## config.mk

```make
export PLATFORM = sky130hd
export DESIGN_NAME = fact_scheduler_flat
export DESIGN_NICKNAME = d
export VERILOG_FILES = /design/src/rtl/fact_scheduler_pkg.sv /design/src/rtl/fact_scheduler_if.sv /design/src/rtl/fact_scheduler_rr_pick.sv /design/src/rtl/fact_scheduler.sv /design/src/flat_wrapper.sv
export SDC_FILE = /design/constraint.sdc
export NUM_CORES = 1
export LEC_CHECK = 0
export BUFFER_PORTS_ARGS = -buffer_cell sky130_fd_sc_hd__buf_2
export CORE_MARGIN = 4
export CORE_UTILIZATION = 45
export DETAILED_ROUTE_END_ITERATION = 16
export PLACE_DENSITY_LB_ADDON = 0.2
export SLEW_MARGIN = 40
export SYNTH_ARGS = -nofsm -noshare
export SYNTH_HDL_FRONTEND = slang
export SYNTH_SLANG_ARGS = --single-unit
```

## constraint.sdc

```tcl
create_clock -name clk -period 4.9 [get_ports clk]
set_input_delay 0.49 -clock clk [delete_from_list [all_inputs] [get_ports clk]]
set_output_delay 0.49 -clock clk [all_outputs]
set_load 0.05 [all_outputs]
```

## src/rtl/fact_scheduler_pkg.sv

```systemverilog
// fact_sched_pkg: state encoding and factorial-unit register map shared by the scheduler
package fact_sched_pkg;
    typedef enum logic [2:0] {IDLE, DISP_N, DISP_GO, POLL, RD_RES, DELIVER} state_t;
    localparam int NUM_UNITS = 4;
    localparam logic [31:0] CTRL_OFF = 32'h0;
    localparam logic [31:0] STATUS_OFF = 32'h4;
    localparam logic [31:0] N_OFF = 32'h8;
    localparam logic [31:0] RESULT_OFF = 32'hC;
    localparam int DONE_BIT = 0;
    localparam int ERR_BIT = 1;
endpackage

```

## src/rtl/fact_scheduler_if.sv

```systemverilog
// fact_sched_if: job, result and memory-bus signals of the factorial scheduler
interface fact_sched_if;
    import fact_sched_pkg::*;
    logic job_valid, job_ready;
    logic [3:0] job_n, job_tag;
    logic res_valid, res_ready, res_err, irq;
    logic [31:0] res_data;
    logic [3:0] res_tag;
    logic bus_we;
    logic [31:0] bus_addr, bus_wdata, bus_rdata;
    logic [NUM_UNITS-1:0] busy_mask;
    modport master (
        input job_valid, job_n, job_tag, res_ready, bus_rdata,
        output job_ready, res_valid, res_data, res_tag, res_err, irq, bus_we, bus_addr, bus_wdata, busy_mask
    );
    modport slave (
        output job_valid, job_n, job_tag, res_ready, bus_rdata,
        input job_ready, res_valid, res_data, res_tag, res_err, irq, bus_we, bus_addr, bus_wdata, busy_mask
    );
endinterface

```

## src/rtl/fact_scheduler_rr_pick.sv

```systemverilog
// rr_pick: first requesting index at or after ptr, wrapping around four slots
module rr_pick (
    input  logic [3:0] req,
    input  logic [1:0] ptr,
    output logic       found,
    output logic [1:0] idx
);
    always_comb begin
        found = |req;
        idx = ptr;
        for (int i = 3; i >= 0; i--)
            if (req[ptr + 2'(i)]) idx = ptr + 2'(i);
    end
endmodule

```

## src/rtl/fact_scheduler.sv

```systemverilog
// fact_scheduler: round-robin dispatch of factorial jobs onto four memory-mapped units
module fact_scheduler
    import fact_sched_pkg::*;
#(
    parameter logic [31:0] FACT_BASE = 32'h0000_0A00,
    parameter logic [31:0] FACT_STRIDE = 32'h0000_0100
) (
    input logic clk,
    input logic rst,
    fact_sched_if.master sif
);
    state_t st, nxt;
    logic [3:0] busy;
    logic [3:0] tags [4];
    logic [1:0] disp_ptr, poll_ptr, sel, d_idx, p_idx;
    logic prefer_poll, d_found, p_found, take_job, take_poll, err_q;
    logic [3:0] n_q, tag_q, rtag_q;
    logic [31:0] data_q, unit_base;

    rr_pick u_disp (.req(~busy), .ptr(disp_ptr), .found(d_found), .idx(d_idx));
    rr_pick u_poll (.req(busy), .ptr(poll_ptr), .found(p_found), .idx(p_idx));

    assign unit_base = FACT_BASE + 32'(sel) * FACT_STRIDE;
    // prefer_poll alternates dispatch and poll so neither starves under load
    assign take_job = st == IDLE && sif.job_valid && d_found && (!prefer_poll || !p_found);
    assign take_poll = st == IDLE && !take_job && p_found;

    always_comb begin
        nxt = st;
        sif.bus_we = 1'b0;
        sif.bus_addr = '0;
        sif.bus_wdata = '0;
        case (st)
            IDLE: nxt = take_job ? DISP_N : take_poll ? POLL : IDLE;
            DISP_N: begin
                sif.bus_we = 1'b1;
                sif.bus_addr = unit_base + N_OFF;
                sif.bus_wdata = {28'b0, n_q};
                nxt = DISP_GO;
            end
            DISP_GO: begin
                sif.bus_we = 1'b1;
                sif.bus_addr = unit_base + CTRL_OFF;
                sif.bus_wdata = 32'd1;
                nxt = IDLE;
            end
            POLL: begin
                sif.bus_addr = unit_base + STATUS_OFF;
                nxt = sif.bus_rdata[DONE_BIT] ? RD_RES : IDLE;
            end
            RD_RES: begin
                sif.bus_addr = unit_base + RESULT_OFF;
                nxt = DELIVER;
            end
            DELIVER: nxt = sif.res_ready ? IDLE : DELIVER;
            default: nxt = IDLE;
        endcase
    end

    always_ff @(posedge clk) begin
        if (rst) begin
            st <= IDLE;
            busy <= '0;
            tags <= '{default: '0};
            disp_ptr <= '0;
            poll_ptr <= '0;
            prefer_poll <= 1'b0;
            sel <= '0;
            n_q <= '0;
            tag_q <= '0;
            data_q <= '0;
            rtag_q <= '0;
            err_q <= 1'b0;
        end else begin
            st <= nxt;
            if (take_job) begin
                sel <= d_idx;
                disp_ptr <= d_idx + 2'd1;
                n_q <= sif.job_n;
                tag_q <= sif.job_tag;
                prefer_poll <= 1'b1;
            end else if (take_poll) begin
                sel <= p_idx;
                poll_ptr <= p_idx + 2'd1;
                prefer_poll <= 1'b0;
            end
            if (st == DISP_GO) begin
                busy[sel] <= 1'b1;
                tags[sel] <= tag_q;
            end
            if (st == POLL && sif.bus_rdata[DONE_BIT]) err_q <= sif.bus_rdata[ERR_BIT];
            if (st == RD_RES) begin
                data_q <= sif.bus_rdata;
                rtag_q <= tags[sel];
            end
            if (st == DELIVER && sif.res_ready) busy[sel] <= 1'b0;
        end
    end

    assign sif.job_ready = take_job;
    assign sif.res_valid = st == DELIVER;
    assign sif.irq = st == DELIVER;
    assign sif.res_data = data_q;
    assign sif.res_tag = rtag_q;
    assign sif.res_err = err_q;
    assign sif.busy_mask = busy;
endmodule

```

## src/flat_wrapper.sv

```systemverilog
// flat-port wrapper written by rule: the top's interface ports become plain ports
module fact_scheduler_flat import fact_sched_pkg::*;
#(
    parameter logic [31:0] FACT_BASE = 32'h0000_0A00,
    parameter logic [31:0] FACT_STRIDE = 32'h0000_0100
)
  (clk, rst, sif_job_valid, sif_job_n, sif_job_tag, sif_res_ready, sif_bus_rdata, sif_job_ready, sif_res_valid, sif_res_data, sif_res_tag, sif_res_err, sif_irq, sif_bus_we, sif_bus_addr, sif_bus_wdata, sif_busy_mask);
  fact_sched_if sif_i ();
  input logic clk;
  input logic rst;
  input wire logic [$bits(sif_i.job_valid)-1:0] sif_job_valid;
  input wire logic [$bits(sif_i.job_n)-1:0] sif_job_n;
  input wire logic [$bits(sif_i.job_tag)-1:0] sif_job_tag;
  input wire logic [$bits(sif_i.res_ready)-1:0] sif_res_ready;
  input wire logic [$bits(sif_i.bus_rdata)-1:0] sif_bus_rdata;
  output wire logic [$bits(sif_i.job_ready)-1:0] sif_job_ready;
  output wire logic [$bits(sif_i.res_valid)-1:0] sif_res_valid;
  output wire logic [$bits(sif_i.res_data)-1:0] sif_res_data;
  output wire logic [$bits(sif_i.res_tag)-1:0] sif_res_tag;
  output wire logic [$bits(sif_i.res_err)-1:0] sif_res_err;
  output wire logic [$bits(sif_i.irq)-1:0] sif_irq;
  output wire logic [$bits(sif_i.bus_we)-1:0] sif_bus_we;
  output wire logic [$bits(sif_i.bus_addr)-1:0] sif_bus_addr;
  output wire logic [$bits(sif_i.bus_wdata)-1:0] sif_bus_wdata;
  output wire logic [$bits(sif_i.busy_mask)-1:0] sif_busy_mask;
  assign sif_i.job_valid = sif_job_valid;
  assign sif_i.job_n = sif_job_n;
  assign sif_i.job_tag = sif_job_tag;
  assign sif_i.res_ready = sif_res_ready;
  assign sif_i.bus_rdata = sif_bus_rdata;
  assign sif_job_ready = sif_i.job_ready;
  assign sif_res_valid = sif_i.res_valid;
  assign sif_res_data = sif_i.res_data;
  assign sif_res_tag = sif_i.res_tag;
  assign sif_res_err = sif_i.res_err;
  assign sif_irq = sif_i.irq;
  assign sif_bus_we = sif_i.bus_we;
  assign sif_bus_addr = sif_i.bus_addr;
  assign sif_bus_wdata = sif_i.bus_wdata;
  assign sif_busy_mask = sif_i.busy_mask;
  fact_scheduler #(.FACT_BASE(FACT_BASE), .FACT_STRIDE(FACT_STRIDE)) u_core (.clk(clk), .rst(rst), .sif(sif_i));
endmodule
```

**Word-level counts from Yosys, hierarchy flattened**

Index checks and enable logic that the tools add are counted.

- Mux-type cells: 47
- Reductions and logical operators: 19
- Add/subtract/negate cells: 12
- Equality and inequality tests: 5
- $lt $le $gt $ge: 12
- Bitwise gates (word level): 6

Operators with widths:

| operator | count |
|---|---|
| $pmux W32 S4 | 1 |
| $add A32 B4 Y32 const B | 2 |
| $add A32 B3 Y32 const B | 1 |
| $lt A2 B3 Y1 const B | 9 |
| $mux W4 | 6 |
| $mux W2 | 11 |
| $bmux W1 S2 | 8 |
| $bwmux W16 | 1 |
| $pmux W3 S5 | 1 |
| $add A12 B10 Y13 const A | 1 |
| $mux W1 | 12 |
| $logic_and A1 B1 Y1 | 9 |
| $mux W3 | 3 |
| $add A2 B1 Y2 const B | 4 |
| $add A2 B2 Y2 const B | 4 |
| $bmux W4 S2 | 1 |
| $demux W4 S2 | 1 |
| $not A4 Y4 | 2 |
| $pmux W4 S2 | 1 |
| $reduce_or A4 Y1 | 2 |
| $eq A3 B2 Y1 const B | 2 |
| $eq A3 B3 Y1 const B | 2 |
| $and A4 B4 Y4 | 1 |
| $or A4 B4 Y4 | 1 |
| other kinds (13) | 15 |

- Output and inout bits: 109
- Logic and storage cells: 116
- Input port bits: 44
- Flip-flop bits (word level): 75

**Logic depth before layout (Yosys ltp)**

- Depth after elaboration: 10
- Gate-level depth with buffers: 8
- Depth with buffers taken out: 6

**Modules after synthesis**

From an unflattened synthesis, not the netlist that was laid out.

- Cells, all modules: 474
- Area, all modules: 3786.1 um^2

By module, submodules not included:

| module | area an instance (um^2) | instances | cells an instance | sequential area each (um^2) |
|---|---|---|---|---|
| fact_scheduler | 3585.9 | 1 | 442 | 1501.4 |
| rr_pick | 100.1 | 2 | 16 | 0.0 |

**Worst setup path after synthesis**

Ideal clock, no wire load.

- Path type: register -> output
- Start point: register u_core.st[1]
- End point: output sif_bus_addr[9]
- Path slack: 1.951 ns
- Path buffers: 1
- Arrival: 2.459 ns
- Stages on the path, launching flop included: 5
- Required time: 4.410 ns
- Cell sequence: dfxtp_1 buf_1 nor2_1 xnor2_1 nor2b_1

- Word-level cells in the longest chain between the ends: 2
- Elaborated cells on any way between the ends: 5

Ends and longest elaborated chain:

| element | line | source |
|---|---|---|
| start: declaration | fact_scheduler.sv:12 | `state_t st, nxt;` |
| start signal: assignment | fact_scheduler.sv:75 | `st <= nxt;` |
| $eq A3 B3 Y1, or another cell as far along | fact_scheduler.sv:33 | `case (st)` |
| $pmux W32 S4 (*) | fact_scheduler.sv:33 |  |
| end: declaration | flat_wrapper.sv:23 | `output wire logic [$bits(sif_i.bus_addr)-1:0] sif_bus_addr;` |

Mark *: on every way between the ends. The rest lies on a longest branch, timed or not.

**Final worst setup path**

- Start point: register u_core.busy[1], in the netlist u_core.sif.busy_mask[1]
- End point: output sif_job_ready

- Word-level cells in the longest chain between the ends: 4
- Elaborated cells on any way between the ends: 7

Ends and longest elaborated chain:

| element | line | source |
|---|---|---|
| start: declaration | fact_scheduler.sv:13 | `logic [3:0] busy;` |
| start signal: assignment | fact_scheduler.sv:63 | `busy <= '0;` |
| start signal: indexed assignment | fact_scheduler.sv:88 | `busy[sel] <= 1'b1;` |
| start signal: indexed assignment | fact_scheduler.sv:96 | `if (st == DELIVER && sif.res_ready) busy[sel] <= 1'b0;` |
| $reduce_or A4 Y1 / $not A4 Y4 (equally long branches) | fact_scheduler_rr_pick.sv:9, fact_scheduler.sv:20 |  |
| $logic_not A1 Y1 / $reduce_or A4 Y1 (equally long branches) | fact_scheduler.sv:25, fact_scheduler_rr_pick.sv:9 |  |
| $logic_or A1 B1 Y1 / $logic_and A1 B1 Y1 (equally long branches) | fact_scheduler.sv:25 | `assign take_job = st == IDLE && sif.job_valid && d_found && (!prefer_poll \|\| !p_found);` |
| $logic_and A1 B1 Y1 (*) | fact_scheduler.sv:25 |  |
| end: declaration | flat_wrapper.sv:16 | `output wire logic [$bits(sif_i.job_ready)-1:0] sif_job_ready;` |

Marks and branches as above.

==> summary.md <==
| Metric | Value |
|---|---|
| ANT nets after route | `0` |
| Reg2reg end | `u_core.disp_ptr[1]` |
| Top Family by Delay on Critical Path | `buffers and inverters` |
| DIE AREA | `9558 sq um` |
| Number of I/O port buffers | `98` |
| Slew Limit Fails | `0` |
| Post-synth EDFFs | `0` |
| Routed wire per std cell | `12.94 um` |
| Largest family of logic cells by synthesized area | `simple AND/OR/NAND/NOR gates` |
| CTS Buf Count | `9` |
| Worst Setup Start Kind | `register` |
| Critical Path RT | `4.41 ns` |
| Mapped cell area | `3626 sq um` |
| Diodes inserted | `0` |
| Relative slew slack | `0.4743` |
| Initial detailed-routing violation count | `177` |
| Met3 usage | `0.05643` |
| Worst EP arrival | `2.35 ns` |
| DP Area | `3916 sq um` |
| First-pass GRT wire length | `12890 um` |
| Setup bufs post-CTS | `0` |
| Max-cap violations | `0` |
| Proportion of power drawn by the clock network | `0.321` |
| I/O Pins | `153` |
| Via/cell ratio | `4.786` |
| Most frequent cell after synthesis | `nand2_1` |
| Post-synthesis register bit count | `75` |
| Fmax | `351.7 MHz` |
| RSZ-0062 raised after global routing | `false` |
| Worst reg2reg path startpoint | `u_core.sif.busy_mask[1]` |
| Hold-fix buffers at CTS | `0` |
| Share of cells above drive strength 1 | `0.2462` |
| Fillers | `770` |
| Net Sw Frac | `0.3583` |
| Dpl hpwl | `5765 um` |
| Final Net Count | `567` |
| Synth warnings | `0` |
| Setup Skew | `0.009777 ns` |
| CP cell instances | `or4_4 > a21o_1 > inv_1 > buf_2` |
| Post-synth top flop | `dfxtp_1` |
| Gr ovfl total | `0` |
| Seq/Total Area, Yosys | `0.4141` |
| Starting Density | `0.4668` |
| Sequential share of power | `0.476` |
| Most instantiated cells after synthesis | `nand2_1, dfxtp_1, buf_4` |
| VDD IR max | `0.1710 mV` |
| Vias in the first global route | `2680` |
| Synth Area in Simple Gates | `0.1943` |
| FF-to-FF setup slack | `2.89 ns` |
| CP Max Fanout | `14` |
| Cell variety after synth | `45` |
| Slew @ Worst Pin | `0.7886 ns` |
| CTS tree | `yes` |
| Crit path from | `u_core.sif.busy_mask[1]` |
| CORE AREA | `7767 sq um` |
| CTS H-Tree Depth | `3` |
| Final WS setup | `2.057 ns` |
| Syn Area/Cell | `8.260 sq um` |
| Top Usage Layer GRT | `met2` |
| Area delta synth->final | `13.04%` |
| Final min period | `2.843 ns` |
| Crit Path Class | `reg2out` |
| CP peak stage delay | `0.57 ns` |
| Adder-cell share of the synthesized area | `0` |
| Largest area contributor in the netlist | `dfxtp_1` |
| P_leak | `1.850 nW` |
| Chip height | `97.77 um` |
| Multi-input gate area | `1737 sq um` |
| Final Non-Filler Cells | `630` |
| Drt total wl | `8155 um` |
| Initial antenna violation count | `0` |
| Ys async rst share | `0` |
| Drt drc | `0` |
| Worst Path Buf+Inv | `2` |
| Endpoint type of the worst setup path | `output port` |
| Tot Pwr | `0.001382 W` |
| Post-Synth XOR/XNOR Area | `0.01104` |
| RD Place Congestion | `0.7555` |
| Sink Count | `75` |
| Register-to-Register Path Depth | `5` |
| Hold Path Class | `in2reg` |
| P_sw | `0.0004954 W` |
| Setup TNS Final | `0 ns` |
| Final setup viols | `0` |
| Final period util | `0.5803` |
| Critical Path Slowest Stage Cell | `or4_4` |
| Worst setup path endpoint | `sif_job_ready` |
| Vias post-DR | `3015` |
| Placement row count | `32` |
| GR Util All Layers | `0.1653` |
| Sequential cell area | `1501 sq um` |
| Design area | `4099 sq um` |
| WP depth | `4` |
| Pin count of the biggest net entering global routing | `76` |
| GR Util met2 | `0.2620` |
| Design internal power | `0.0008870 W` |
| Status | `finished, final reports clean` |
| PD cells | `337.3 nW/um^2` |
| Synth top area share | `0.4141` |
| Largest cells by area after synthesis | `dfxtp_1, buf_4, nand2_1` |
| Placed cell count | `614` |
| Root Buffer | `clkbuf_8` |
| Comb power frac | `0.203` |
| Complex-gate fraction of the synthesized area | `0.1363` |
| M1 GR Usage | `0.2050` |
| Mux contribution to synthesized area | `0.08075` |
| DRT Pass-1 Iters | `4` |
| Clk slew on worst S/H paths | `0.09 ns` |
| Mapped Cells | `439` |
| Final hold vios | `0` |
| DP Worst Slack | `2.450 ns` |
| Clk_lat worst skew | `0.36 ns` |
| Clk buf depth | `2` |
| Die X | `97.77 um` |
| Post-cts sizing count | `0` |
-- area by class of cell --
| cell class | instances | area share |
|---|---|---|
| repair buffers | 101 | 0.1252 |
| clock buffers | 9 | 0.03022 |
| flip-flops and latches | 75 | 0.3663 |
| inverters | 10 | 0.009158 |
| well taps | 102 | 0.03114 |
| clock inverters | 7 | 0.01435 |
| multi-input cells | 326 | 0.4237 |
-- power by group through the flow --
| stage | sequential, W | clock, W | combinational [W] |
|---|---|---|---|
| 2_1_floorplan | 0.000665 | 0 | 0.000271 |
| 3_3_place_gp | 0.000671 | 0 | 0.000279 |
| 3_5_place_dp | 0.000672 | 0 | 0.000279 |
| 4_1_cts | 0.000658 | 0.000455 | 0.000280 |
| 5_1_grt | 0.000663 | 0.000484 | 0.000299 |
| 6_report | 0.000658 | 0.000444 | 0.000281 |
-- sequential cells by signal, summed over array words and instances, names as in the netlist --
name and cells:
u_core.st 3, u_core.n_q 4, u_core.sif.busy_mask 4, u_core.tag_q 4, u_core.sif.res_data 32, u_core.sif.res_err 1
u_core.tags 16, u_core.prefer_poll 1, u_core.sif.res_tag 4, u_core.poll_ptr 2, u_core.sel 2, u_core.disp_ptr 2
-- tightest hold or removal path, delay by kind of cell --
kind	cells	cell delay, ns
AO/OA/AOI/OAI	1	0.05
buffers and inverters	1	0.10
AND/OR/NAND/NOR	1	0.04
-- worst min path at each step --
stage	to	depth (start not counted)	startpoint	slack [ns]
after global routing	u_core.sif.res_data[11]	3	sif_bus_rdata[11]	0.34
after floorplan	u_core.n_q[3]	2	u_core.n_q[3]	0.43
after detailed placement	u_core.sif.res_data[3]	2	u_core.sif.res_data[3]	0.44
final	u_core.sif.res_data[5]	3	sif_bus_rdata[5]	0.35
after global placement	u_core.n_q[2]	2	u_core.n_q[2]	0.44
after CTS	u_core.sif.res_data[11]	3	sif_bus_rdata[11]	0.34
-- per-stage QoR --
step	hold WS [ns]	utilization
2_1_floorplan	0.4294	-
3_3_place_gp	0.4391	0.5042
3_5_place_dp	0.4444	0.5042
4_1_cts	0.3432	0.5277
5_1_grt	0.3374	0.5277
6_report	0.3530	0.5277
-- routing by layer --
layer	wire, um	vias up
met2	3758	107
met4	216	0
met3	602	21
met5	0	-
li1	-	1521
met1	3578	1366
-- kinds of logic (layout without fill, tap and decap cells) --
group | after synthesis | in the layout
flops | 75 | 75
other cells | 1 | 54
buf+inv | 91 | 127
simple gates | 162 | 162
mux | 23 | 23
compound gates | 84 | 84
xor+xnor | 3 | 3
-- cells in the final DEF (no fill, tap or decap), types with 4 or more instances in the layout --
| cell type | n |
|---|---|
| and2_1 | 7 |
| mux2i_1 | 18 |
| mux4_2 | 5 |
| a211oi_1 | 6 |
| inv_1 | 9 |
| dfxtp_1 | 75 |
| a21oi_1 | 56 |
| buf_2 | 98 |
| nor2_1 | 27 |
| clkbuf_8 | 9 |
| o22ai_1 | 4 |
| nand2b_1 | 6 |
| o21ai_0 | 4 |
| conb_1 | 54 |
| nand2_1 | 101 |
Note: power is estimated with default switching activity, not from simulation.
